==> src/rtl/alu_mc.sv <==
// Registered ALU with valid/ready handshakes, status flags and a multi-cycle
// shift-add multiplier (MULL/MULH). One operation in flight at a time.
module alu_mc #(
    parameter int WIDTH = 8
) (
    input  logic             clk,
    input  logic             rst_n,
    input  logic             in_valid,
    output logic             in_ready,
    input  logic [WIDTH-1:0] a,
    input  logic [WIDTH-1:0] b,
    input  logic [3:0]       opcode,
    output logic             out_valid,
    input  logic             out_ready,
    output logic [WIDTH-1:0] x,
    output logic             flag_z,
    output logic             flag_n,
    output logic             flag_c,
    output logic             flag_v
);

    localparam int CNT_W = $clog2(WIDTH + 1);
    localparam logic [WIDTH-1:0] MAX_POS = {1'b0, {(WIDTH-1){1'b1}}};

    typedef enum logic {IDLE, MUL} state_t;

    state_t state, state_nx;

    // Handshake: a transfer happens on a rising edge where valid && ready are
    // both high. Operands are sampled only on an input transfer; x and flags
    // stay stable while out_valid is high and out_ready is low.
    logic accept, handoff, is_mul_op, mul_done;

    assign in_ready  = (state == IDLE) && (!out_valid || out_ready);
    assign accept    = in_valid && in_ready;
    assign handoff   = out_valid && out_ready;
    assign is_mul_op = (opcode == 4'h8) || (opcode == 4'h9);

    logic [WIDTH-1:0]   mcand, mplier;
    logic [2*WIDTH-1:0] prod;
    logic [CNT_W-1:0]   cnt;
    logic               mul_hi;

    assign mul_done = (state == MUL) && (cnt == CNT_W'(WIDTH));

    always_ff @(posedge clk or negedge rst_n) begin
        if (!rst_n) state <= IDLE;
        else        state <= state_nx;
    end

    always_comb begin
        state_nx = state;
        case (state)
            IDLE:    if (accept && is_mul_op) state_nx = MUL;
            MUL:     if (mul_done)            state_nx = IDLE;
            default: state_nx = IDLE;
        endcase
    end

    // Single-cycle operations
    logic [WIDTH:0]   sum_ab, dif_ab, inc_a, inc_b;
    logic [WIDTH-1:0] res;
    logic             res_c, res_v;

    assign sum_ab = {1'b0, a} + {1'b0, b};
    assign dif_ab = {1'b0, a} - {1'b0, b};
    assign inc_a  = {1'b0, a} + (WIDTH+1)'(1);
    assign inc_b  = {1'b0, b} + (WIDTH+1)'(1);

    always_comb begin
        res   = '0;
        res_c = 1'b0;
        res_v = 1'b0;
        case (opcode)
            4'h0: res = a | b;
            4'h1: res = a & b;
            4'h2: res = a ^ b;
            4'h3: res = ~a;
            4'h4: begin
                res   = sum_ab[WIDTH-1:0];
                res_c = sum_ab[WIDTH];
                res_v = (a[WIDTH-1] == b[WIDTH-1]) && (sum_ab[WIDTH-1] != a[WIDTH-1]);
            end
            4'h5: begin
                res   = dif_ab[WIDTH-1:0];
                res_c = dif_ab[WIDTH];
                res_v = (a[WIDTH-1] != b[WIDTH-1]) && (dif_ab[WIDTH-1] != a[WIDTH-1]);
            end
            4'h6: begin
                res   = inc_a[WIDTH-1:0];
                res_c = inc_a[WIDTH];
                res_v = (a == MAX_POS);
            end
            4'h7: begin
                res   = inc_b[WIDTH-1:0];
                res_c = inc_b[WIDTH];
                res_v = (b == MAX_POS);
            end
            4'hA: begin
                res   = {a[WIDTH-2:0], 1'b0};
                res_c = a[WIDTH-1];
                res_v = a[WIDTH-1] ^ a[WIDTH-2];
            end
            4'hB: begin
                res   = {1'b0, a[WIDTH-1:1]};
                res_c = a[0];
            end
            default: ;
        endcase
    end

    logic [WIDTH-1:0]   mul_x;
    logic               mul_c;
    logic [2*WIDTH-1:0] partial;

    assign mul_x   = mul_hi ? prod[2*WIDTH-1:WIDTH] : prod[WIDTH-1:0];
    assign mul_c   = !mul_hi && (prod[2*WIDTH-1:WIDTH] != '0);
    assign partial = {{WIDTH{1'b0}}, mcand} << cnt;

    always_ff @(posedge clk or negedge rst_n) begin
        if (!rst_n) begin
            out_valid <= 1'b0;
            x         <= '0;
            flag_z    <= 1'b0;
            flag_n    <= 1'b0;
            flag_c    <= 1'b0;
            flag_v    <= 1'b0;
            mcand     <= '0;
            mplier    <= '0;
            prod      <= '0;
            cnt       <= '0;
            mul_hi    <= 1'b0;
        end else begin
            if (handoff) out_valid <= 1'b0;
            if (accept) begin
                if (is_mul_op) begin
                    mcand  <= a;
                    mplier <= b;
                    prod   <= '0;
                    cnt    <= '0;
                    mul_hi <= opcode[0];
                end else begin
                    x         <= res;
                    flag_z    <= (res == '0);
                    flag_n    <= res[WIDTH-1];
                    flag_c    <= res_c;
                    flag_v    <= res_v;
                    out_valid <= 1'b1;
                end
            end
            // One shift-add step per cycle; the extra cycle after the last
            // step publishes the product.
            if (state == MUL) begin
                if (mul_done) begin
                    x         <= mul_x;
                    flag_z    <= (mul_x == '0);
                    flag_n    <= mul_x[WIDTH-1];
                    flag_c    <= mul_c;
                    flag_v    <= 1'b0;
                    out_valid <= 1'b1;
                end else begin
                    if (mplier[0]) prod <= prod + partial;
                    mplier <= mplier >> 1;
                    cnt    <= cnt + CNT_W'(1);
                end
            end
        end
    end

endmodule

==> config.mk <==
export PLATFORM = sky130hd
export DESIGN_NAME = alu_mc
export DESIGN_NICKNAME = d
export VERILOG_FILES = /design/src/rtl/alu_mc.sv
export SDC_FILE = /design/constraint.sdc
export NUM_CORES = 1
export LEC_CHECK = 0
export BUFFER_PORTS_ARGS = -buffer_cell sky130_fd_sc_hd__buf_4
export CORE_UTILIZATION = 67
export CTS_CLUSTER_DIAMETER = 30
export CTS_CLUSTER_SIZE = 14
export DETAILED_ROUTE_END_ITERATION = 10
export GPL_TIMING_DRIVEN = 0
export PLACE_DENSITY = 0.84
export SYNTH_ARGS = -nofsm -noshare
export SYNTH_HDL_FRONTEND = slang
export SYNTH_SLANG_ARGS = --single-unit
==> constraint.sdc <==
create_clock -name clk -period 5.05 [get_ports clk]
set_clock_uncertainty 0.05 [all_clocks]
set_input_delay 1.01 -clock clk [delete_from_list [all_inputs] [get_ports clk]]
set_output_delay 1.01 -clock clk [all_outputs]
set_load 0.01 [all_outputs]
# After elaboration in Yosys (flattened, before gate mapping)
# Cells that the tools add are included.
# Widths: inputs -> output; s select.
totals:
  register_bits: 51
  latchBits: 0
  ramBits: 0
  romBits: 0
  elab_cells: 105
  mem_count: 0
classes:
  add_sub_neg: 6
  mul: 0
  n_div: 0
  order_cmp: 0
  eq_ne: 18
  n_shift: 1
  mux: 45
  bitwise: 6
  n_reduce_logical: 17
ops:
  columns: ["op", "count"]
  rows:
  - ["$mux 16", 5]
  - ["$pmux 8 s10", 1]
  - ["$mux 8", 9]
  - ["$mux 1", 23]
  - ["$eq 4x4->1 const B", 5]
  - ["$add 8x1->9 const B", 2]
  - ["$add 16x16->16", 1]
  - ["$eq 4x3->1 const B", 4]
  - ["$eq 8x7->1 const B", 2]
  - ["$logic_not 8->1", 2]
  - ["$mux 4", 4]
  - ["$shl 8x4->16", 1]
  - ["$add 8x8->9", 1]
  - ["$sub 8x8->9", 1]
  - ["$and 8x8->8", 1]
  - ["$eq 4x2->1 const B", 2]
  - ["$logic_and 1x1->1", 8]
  - ["$not 8->8", 1]
  - ["$or 8x8->8", 1]
  - ["$reduce_bool 8->1", 1]
  - ["$xor 8x8->8", 1]
  - ["$pmux 1 s6", 1]
  - ["$pmux 1 s5", 1]
  - ["$add 4x1->4 const B", 1]
  - ["10 further kinds", 14]

# Logic depth before layout (Yosys ltp)
# Gate-level depths: netlist of run 1.
logic_depth:
  ltp_word: 8
  ltp_mapped: 16
  depth_no_buf: 14

# Worst setup path before layout of run 1
# OpenSTA, ideal clock, no wires.
synth_timing:
  path_kind: "register to register"
  startpoint: "reg cnt[0]"
  endpoint: "reg prod[13]"
  setup_time_ns: 0.095
  arrival_ns: 3.050
  required_ns: 4.905
  path_slack_ns: 1.855
  stages_incl_launch_ff: 17
  period_less_slack_ns: 3.195
  cell_sequence: "dfrtp_1 buf_6 clkbuf_1 inv_1 nand3_1 o21ai_0 nand2_1 o21ai_0 nor2b_1 ha_1 and3_1 a21o_1 o221ai_2 a21boi_1 o311a_1 o21a_1 o31ai_1"
synth_between:
  elab_chain_cells: 5
  word_cells_on_any_way: 7
  classes_between: "1 x add/sub; 1 x eq/ne; 1 x shift; 3 x mux; 1 x reduce/logical"
synth_rtl:
  columns: ["element", "line", "text"]
  rows:
  - ["start: declaration", "41", "logic [CNT_W-1:0] cnt;"]
  - ["start signal: assignment", "164", "cnt <= cnt + CNT_W'(1);"]
  - ["$shl 8x4->16", "118", "assign partial = {{WIDTH{1'b0}}, mcand} << cnt;"]
  - ["$add 16x16->16", "162", "if (mplier[0]) prod <= prod + partial;"]
  - ["$mux 16", "162", null]
  - ["$mux 16 *", "154", "if (mul_done) begin"]
  - ["$mux 16 *", "153", "if (state == MUL) begin"]
  - ["end signal: assignment", "162", null]
  - ["end: declaration", "40", "logic [2*WIDTH-1:0] prod;"]
# Mark *: on every way between the ends. The rest lies on a longest branch, timed or not.
# A chain may end at the register's enable or synchronous reset.

# Final worst setup path of run 1
# Ends and elaborated chain as after synthesis.

==> summary.md, run 1 <==
| Metric | Value |
|---|---|
| Outcome | complete, no violations |
| Hold-fix buffers, CTS | 0 |
| Share of cells above drive strength 1 | 10.8% |
| Max Fanout on Critical Path | 10 |
| Relative slew slack | 50.1% |
| Total Power | 3.01 mW |
| PD cells | 530 nW/um2 |
| Vias in the first global route | 5220 |
| Vias per Instance | 7.04 |
| Rows | 31 |
| Nets | 764 |
| Synth Flop Type | dfrtp_1 |
| Vias | 5585 |
| CTS buffer count | 5 |
| Clk_lat worst skew | 320 ps |
| Number of port buffers | 37 |
| Final ANT Viol Nets | 0 |
| Sequential area share after synthesis | 24.6% |
| Total Neg Setup Slack | 0 ps |
| Dpl cell area | 5590 um2 |
| Commonest non-fill, non-tap cell in the layout | nand2_1 |
| Worst Hold Class | reg -> reg |
| Period minus WS final | 3830 ps |
| Netlist cell types | 74 |
| Core area | 7370 um2 |
| Fillers | 593 |
| Initial DRC count | 854 |
| Post-synth ARST share | 100% |
| Fin area | 5690 um2 |
| Largest net degree at the start of global routing | 52 |
| Mapped Area | 5190 um2 |
| Die area | 8100 um2 |
| Syn-to-layout area delta | 9.62% |
| GRT Util Overall | 40.1% |
| Initial core utilization | 70.4% |
| Dpl ws | 1210 ps |
| CTS tree | done |
| First-pass GRT wire length | 26.0 mm |
| Mean post-synth cell area | 7.99 um2 |
| Slew Limit Fails | 0 |
| Slew @ Worst Pin | 739 ps |
| Critical Path RT | 5230 ps |
| Die W | 90.0 um |
| CTS Buffer Depth | 2 |
| Cell chain of the critical path | buf_6, clkbuf_1, inv_1, nand3_1, o21ai_0, nand2_1, o21ai_0, nor2b_1, ha_1, a211oi_1, o21ai_1, o221ai_2, a21boi_1, o311a_1, o21a_1, o31ai_1 |
| Root buffer cell | clkbuf_8 |
| Syn_nets | 720 |
| Worst vdd ir | 0.268 mV |
| N_diodes | 0 |
| Routed len/inst | 20.3 um |
| Critical Path Most Common Cell | o21ai_0 |
| CP max stage delay | 380 ps |
| Post-CTS sizing | 0 |
| DP Wirelength | 12.3 mm |
| Final WS setup | 1220 ps |
| WP data arrival | 4010 ps |
| Worst-case reg-to-reg path depth | 16 |
| Post-CTS setup buffer count | 0 |
| Hold path depth | 2 |
| #FFs+latches synth | 51 |
| Endpoints failing setup | 0 |
| RSZ-0062 raised after global routing | no |
| Cells after Synth | 649 |
| Worst path slowest cell | dfrtp_1 |
| Final period utilization | 75.8% |
| Post-Route WL | 16.1 mm |
| Crit end category | register |
| Initial antenna violation count | 0 |
| WS Path Type | reg -> reg |
| TritonRoute pass-1 iters | 6 |
| Synth Warn # | 0 |
| GP Congestion | 1.04 |
| Number of flops mapped to enable cells by yosys | 0 |
| Critical Path Start Type | register |
| Commonest non-fill, non-tap cells in the layout | 83 x nand2_1, 51 x dfrtp_1, 50 x o21ai_0 |
| H-Tree Depth | 2 |
| Fmax | 261 MHz |
| Fin. Hold Viols | 0 |
| CTS clk-pin slew, worst paths | 110 ps |
| I/O pins | 38 |
| Clk sink count | 51 |
| GRT Residual Overflow | 0 |
| Pleak | 2.51 nW |
| Die height | 90.0 um |
| # DRC | 0 |
| Maxcap violations | 0 |
flip-flops by register name (all words and copies together) (netlist names):
register	flops
cnt	4
flag_c	1
flag_n	1
flag_v	1
flag_z	1
mcand	8
mplier	8
mul_hi	1
out_valid	1
prod	16
state	1
x	8
cell usage after synthesis (7+ instances only):
cell type	instances	area share (%)
nand2_1	83	6.0
dfrtp_1	51	25
o21ai_0	50	4.8
nor2_1	47	3.4
ha_1	44	11
inv_1	32	2.3
nand3_1	32	3.1
a21oi_1	22	2.1
clkbuf_1	20	1.4
mux2i_1	20	3.9
xnor2_1	20	3.4
nand2b_1	15	1.8
nor3_1	14	1.4
a31oi_1	13	1.6
buf_2	11	1.1
a221oi_1	10	1.7
nand4_1	9	1.1
o31ai_1	9	1.3
and3_1	8	0.96
nor3b_1	7	1.0
o22ai_1	7	0.84
per-stage QoR:
stage / util [%] / hold slack (ps) / instances
finish: 77.2 / 473 / 793
global route: 77.2 / 515 / 793
CTS: 77.2 / 472 / 793
detailed placement: 75.8 / 440 / 785
global placement: 75.8 / 423 / 785
floorplan: - / 422 / 649
critical path, delay by kind of cell, from the launching register on:
family / cells / cell delay, ps
buf+inv: 3 / 670
simple gates: 3 / 410
flops: 1 / 380
compound gates: 9 / 1870
fa+ha+maj: 1 / 360
kinds of logic (layout without fill, tap and decap cells):
family	count (synthesis)	count (layout)	share of synthesized area (%)
xor+xnor	24	24	4.05
buf+inv	69	114	5.55
compound gates	188	188	24.9
fa+ha+maj	47	47	11.8
flops	51	51	24.6
simple gates	243	243	22.9
mux	27	27	6.25
power by group:
group | total (mW) | switching [mW] | internal (mW)
Clock | 0.270 | 0.166 | 0.103
Combinational | 1.96 | 1.16 | 0.805
Sequential | 0.781 | 0.180 | 0.601
Total | 3.01 | 1.50 | 1.51
area by class of cell:
type | instances | area (um2) | area share [%]
Multi-Input combinational cell | 529 | 3620 | 63.7
Sequential cell | 51 | 1280 | 22.4
Timing Repair Buffer | 37 | 278 | 4.88
Buffer | 35 | 160 | 2.82
Inverter | 34 | 128 | 2.24
Tap cell | 99 | 124 | 2.18
Clock buffer | 5 | 68.8 | 1.21
Clock inverter | 3 | 28.8 | 0.506
per-layer routing:
metal / share of wire [%] / track usage [%] / vias up
met5: 0 / 0 / -
li1: - / - / 2480
met1: 39 / 51.6 / 2659
met3: 9.7 / 7.28 / 71
met4: 3.7 / 16.0 / 0
met2: 47 / 66.7 / 375
worst paths after layout:
kind	slack, ps	endpoint	from
worst max-delay path	1220	prod[13]	cnt[0]
worst min-delay path	470	x[7]	x[7]
worst max register to register	1220	prod[13]	cnt[0]
worst min register to register	470	x[7]	x[7]
max in group asynchronous	3850	mplier[7]	rst_n
min in group asynchronous	650	x[7]	rst_n
Power figures use the tool's default switching activity.
==> run 2, diff against run 1 <==
--- a/config.mk
+++ b/config.mk
@@ -6,12 +6,12 @@
 export NUM_CORES = 1
 export LEC_CHECK = 0
 export BUFFER_PORTS_ARGS = -buffer_cell sky130_fd_sc_hd__buf_4
-export CORE_UTILIZATION = 67
+export CORE_UTILIZATION = 62
 export CTS_CLUSTER_DIAMETER = 30
 export CTS_CLUSTER_SIZE = 14
 export DETAILED_ROUTE_END_ITERATION = 10
 export GPL_TIMING_DRIVEN = 0
-export PLACE_DENSITY = 0.84
+export PLACE_DENSITY = 0.79
 export SYNTH_ARGS = -nofsm -noshare
 export SYNTH_HDL_FRONTEND = slang
 export SYNTH_SLANG_ARGS = --single-unit
==> constraint.sdc (replaced) <==
create_clock -name clk -period 3.85 [get_ports clk]
set_clock_uncertainty 0.05 [all_clocks]
set_input_delay 0.77 -clock clk [delete_from_list [all_inputs] [get_ports clk]]
set_output_delay 0.77 -clock clk [all_outputs]
set_load 0.01 [all_outputs]
==> run 2 against run 1 <==
Against the previous run: flip-flop and latch count did not move; register-to-register slack got worse by 1000 ps; worst setup slack got worse by 1000 ps; sequential power rose by 31%; via count fell by 0.98%; hold slack got worse by 55 ps; non-clock buffer count did not move; sequential share of layout area barely moved; total power rose by 33%; count of clock-buffer cells in the layout did not move.
==> summary.md, run 2 (synthesis gave the netlist of run 1 again) <==
| Metric | Value |
|---|---|
| Outcome | complete, no violations |
| Dpl ws | 113 ps |
| Post-CTS setup buffer count | 0 |
| FF-to-FF Start | cnt[0] |
| RSZ-0062 raised after global routing | no |
| Worst vdd ir | 0.322 mV |
| Endpoints failing setup | 0 |
| Post-Route WL | 16.7 mm |
| Core area | 7930 um2 |
| # DRC | 0 |
| Fin. Hold Viols | 0 |
| GRT Residual Overflow | 0 |
| Pleak | 2.51 nW |
| Slew @ Worst Pin | 702 ps |
| Comb pwr share | 65.7% |
| Root buffer cell | clkbuf_8 |
| Switching power total | 2.00 mW |
| TritonRoute pass-1 iters | 7 |
| Fmax | 276 MHz |
| Initial antenna violation count | 0 |
| Vias in the first global route | 5365 |
| Final period utilization | 94.2% |
| Seq pwr share | 25.5% |
| Post-CTS sizing | 0 |
| Slew Limit Fails | 0 |
| Post-layout util | 71.9% |
| PD cells | 701 nW/um2 |
| Fillers | 646 |
| GP Congestion | 1.02 |
| H-Tree Depth | 2 |
| N_diodes | 0 |
| Met2 wire length | 7.74 mm |
| Total Power | 4.00 mW |
| Clk sink count | 51 |
| Post-Place Cells | 788 |
| Vias per Instance | 6.95 |
| Max layer used | met4 |
| Total Neg Setup Slack | 0 ps |
| I/O pins | 38 |
| WS Path Type | reg -> reg |
| Worst Hold Class | in -> async |
| Clk_lat worst skew | 320 ps |
| Power Internal | 1.99 mW |
| Rows | 32 |
| Die area | 8740 um2 |
| Final Non-Filler Cells | 796 |
| Crit end category | register |
| Max reg flops | 16 |
| Max Fanout on Critical Path | 10 |
| Largest net degree at the start of global routing | 52 |
| WP data arrival | 3790 ps |
| Commonest non-fill, non-tap cells in the layout | 83 x nand2_1, 51 x dfrtp_1, 50 x o21ai_0 |
| Final WS setup | 224 ps |
| Critical Path RT | 4020 ps |
| First-pass GRT wire length | 26.9 mm |
| Period minus WS final | 3630 ps |
| CTS buffer count | 5 |
| Syn-to-layout area delta | 9.87% |
| Worst setup path startpoint | cnt[0] |
| Maxcap violations | 0 |
| Routed len/inst | 20.9 um |
| Final ANT Viol Nets | 0 |
| Vias | 5530 |
| Clk pwr share | 8.8% |
| Nets | 764 |
| CTS tree | done |
| Share of cells above drive strength 1 | 11.1% |
| Initial core utilization | 65.4% |
| Hold-fix buffers, CTS | 0 |
| Number of port buffers | 37 |
| Sw frac | 50.1% |
| Critical Path Start Type | register |
| Met3 wire len | 1.62 mm |
| Die height | 93.5 um |
| Initial DRC count | 612 |
| DP Wirelength | 12.8 mm |
| Biggest register | prod |
| CTS Buffer Depth | 2 |
| Die W | 93.5 um |
| Commonest non-fill, non-tap cell in the layout | nand2_1 |
| CTS clk-pin slew, worst paths | 110 ps |
| Routed met1 length | 6.66 mm |
| GRT Util Overall | 39.4% |
| Relative slew slack | 53.2% |
-- run 2: cell counts in the layout (fill, tap and decap cells not counted) --
No cell type changed its count.
-- run 2: final timing paths --
| check | to | slack [ps] | cells past startpoint |
|---|---|---|---|
| max | prod[13] | 220 | 16 |
| max reg2reg | prod[13] | 220 | 16 |
| min in group clk | flag_n | 460 | 2 |
| min reg2reg | flag_n | 460 | 2 |
| min | x[1] | 420 | 1 |
| max in group asynchronous | state | 2880 | 1 |
-- run 2: stage by stage --
stage                     hold slack (ps)  instance area, um2
after floorplan                       422                5190
after global placement                422                5590
after detailed placement              432                5590
after CTS                             444                5690
after global routing                  472                5700
final                                 418                5700
-- run 2: power groups by stage --
stage                     clock network (mW)  registers, mW  logic (mW)
after floorplan                            0          0.980        1.83
after global placement                     0           1.00        2.38
after detailed placement                   0           1.02        2.52
after CTS                              0.347           1.01        2.54
after global routing                   0.367           1.04        2.86
final                                  0.350           1.02        2.63
-- run 2: final cells by class --
type	instances	area, um2	share of cell area [%]
multi-input cells	529	3630	63.7
flip-flops and latches	51	1280	22.4
repair buffers	37	278	4.87
plain buffers	35	164	2.88
inverters	34	128	2.24
well taps	102	128	2.24
clock buffers	5	68.8	1.21
clock inverters	3	28.8	0.505
-- run 2: per-layer routing --
layer  vias up  GRT usage (%)
met5         -              0
met4         0           18.1
met3        61           7.40
met2       356           65.0
met1      2636           49.9
li1       2477              -
-- run 2: critical path, cell delays in order (launching register included) --
cell	delay (ps)
dfrtp_1	400
buf_6	150
clkbuf_4	210
inv_1	90
nand3_1	80
o21ai_0	170
nand2_1	110
o21ai_0	100
nor2b_1	170
ha_1	380
and3_1	270
a21o_1	200
o221ai_2	220
a21boi_1	130
o311a_1	320
o21a_1	180
o31ai_1	270
==> run 3, diff against run 2 <==
--- a/config.mk
+++ b/config.mk
@@ -5,11 +5,11 @@
 export SDC_FILE = /design/constraint.sdc
 export NUM_CORES = 1
 export LEC_CHECK = 0
-export BUFFER_PORTS_ARGS = -buffer_cell sky130_fd_sc_hd__buf_4
-export CORE_UTILIZATION = 62
+export CORE_UTILIZATION = 66
 export CTS_CLUSTER_DIAMETER = 30
 export CTS_CLUSTER_SIZE = 14
 export DETAILED_ROUTE_END_ITERATION = 10
+export DONT_BUFFER_PORTS = 1
 export GPL_TIMING_DRIVEN = 0
 export PLACE_DENSITY = 0.79
 export SYNTH_ARGS = -nofsm -noshare
==> run 3 against run 2 <==
Against the previous run: flip-flop and latch count unchanged; total power down 6.1%; non-clock buffer count down 38; first-iteration DRC count up 2.5%; highest routed layer unchanged.
==> summary.md, run 3 (synthesis gave the netlist of run 1 again) <==
| Metric | Value |
|---|---|
| Core area | 7410 um2 |
| Pleak | 2.33 nW |
| Biggest register | prod |
| Register area | 1280 um2 |
| Worst path slowest cell | o21ai_0 |
| Hold-fix buffers, CTS | 0 |
| Share of cells above drive strength 1 | 5.79% |
| CTS Buffer Depth | 2 |
| Fillers | 609 |
| Endpoints failing setup | 0 |
| Period minus WS final | 3570 ps |
| Worst vdd ir | 0.438 mV |
| Cell chain of the critical path | buf_6, mux2i_1, o21ai_0, nand2_1, o21ai_0, nor2b_1, ha_1, and3_1, a21o_1, o221ai_2, a21boi_1, o311a_1, o21a_1, o31ai_1 |
| Largest net degree at the start of global routing | 52 |
| Rows | 31 |
| Max Fanout on Critical Path | 16 |
| Clk sink count | 51 |
| Commonest non-fill, non-tap cells in the layout | 83 x nand2_1, 51 x dfrtp_1, 50 x o21ai_0 |
| Die area | 8220 um2 |
| Fmax | 280 MHz |
| Critical Path Start Type | register |
| Vias per Instance | 6.92 |
| Vias | 5225 |
| Slew @ Worst Pin | 876 ps |
| TritonRoute pass-1 iters | 5 |
| Syn-to-layout area delta | 4.20% |
| DP Wirelength | 12.0 mm |
| GRT Util Overall | 39.0% |
| Clk_lat worst skew | 320 ps |
| CTS clk-pin slew, worst paths | 110 ps |
| Multi-input logic area | 3620 um2 |
| Final Non-Filler Cells | 755 |
| Post-CTS setup buffer count | 0 |
| Max reg flops | 16 |
| Initial core utilization | 70.0% |
| RSZ-0062 raised after global routing | no |
| Fin Hold WS | 73.8 ps |
| Die W | 90.7 um |
| Critical Path Most Common Cell | o21ai_0 |
| Nets | 726 |
| Total Power | 3.75 mW |
| # DRC | 0 |
| PD cells | 695 nW/um2 |
| Outcome | complete, no violations |
| CP max stage delay | 440 ps |
| Initial antenna violation count | 0 |
| Root buffer cell | clkbuf_8 |
| Commonest non-fill, non-tap cell in the layout | nand2_1 |
| Final period utilization | 92.8% |
| WS Path Type | reg -> reg |
| Post-Place Cells | 748 |
| Routed len/inst | 20.5 um |
| Crit end category | register |
| Fin. Hold Viols | 0 |
| Total Neg Setup Slack | 0 ps |
| Critical Path RT | 4020 ps |
| N_diodes | 0 |
| Post-CTS sizing | 0 |
| Vias in the first global route | 5009 |
| Final ANT Viol Nets | 0 |
| GRT Residual Overflow | 0 |
| Die height | 90.7 um |
| Worst Hold Class | in -> async |
| Reg2reg setup slack | 280 ps |
| First-pass GRT wire length | 25.5 mm |
| Relative slew slack | 40.9% |
| Post-Route WL | 15.5 mm |
| Maxcap violations | 0 |
| CTS buffer count | 5 |
| I/O pins | 38 |
| Number of port buffers | 0 |
| Initial DRC count | 627 |
| Slew Limit Fails | 0 |
| Post-layout util | 73.0% |
| GP Congestion | 1.02 |
| H-Tree Depth | 2 |
| WP data arrival | 3750 ps |
| CTS tree | done |
-- run 3: critical path, delay by kind of cell (launching register included) --
| kind | cells | cell delay [ps] |
|---|---|---|
| AND/OR/NAND/NOR | 3 | 580 |
| buffers and inverters | 1 | 170 |
| multiplexers | 1 | 150 |
| adder cells (fa/ha/maj) | 1 | 320 |
| AO/OA/AOI/OAI | 8 | 1780 |
| flip-flops | 1 | 410 |
-- run 3: final timing paths --
path	from	endpoint	cells past startpoint
min reg2reg	prod[3]	prod[3]	2
min	rst_n	flag_n	0
min in group clk	prod[3]	prod[3]	2
max reg2reg	cnt[0]	prod[13]	14
max in group asynchronous	rst_n	prod[13]	0
max	cnt[0]	prod[13]	14
-- run 3: cell type report --
| class | instances | share of cell area, % |
|---|---|---|
| plain buffers | 34 | 2.89 |
| clock buffers | 5 | 1.27 |
| well taps | 99 | 2.29 |
| multi-input cells | 529 | 67.0 |
| inverters | 34 | 2.36 |
| clock inverters | 3 | 0.532 |
| flip-flops and latches | 51 | 23.6 |
-- run 3: per-stage QoR --
| stage | setup slack [ps] | cell area, um2 |
|---|---|---|
| 3_3_place_gp | 226 | 5310 |
| 5_1_grt | 82.4 | 5410 |
| 3_5_place_dp | 152 | 5310 |
| 4_1_cts | 86.5 | 5410 |
| 2_1_floorplan | 655 | 5190 |
| 6_report | 277 | 5410 |
-- run 3: power by group --
group          internal (mW)  switching [mW]  total [mW]  leakage [nW]
registers              0.789           0.257        1.05         0.630
logic                  0.959            1.40        2.36          1.65
clock network          0.135           0.213       0.348        0.0502
total                   1.88            1.87        3.75          2.33
-- run 3: layer usage --
metal / wire length [um] / track usage (%) / vias up
met1: 6570 / 54.0 / 2476
met5: 0 / 0 / -
li1: - / - / 2404
met3: 1430 / 5.56 / 51
met2: 6980 / 62.5 / 294
met4: 519 / 13.0 / 0
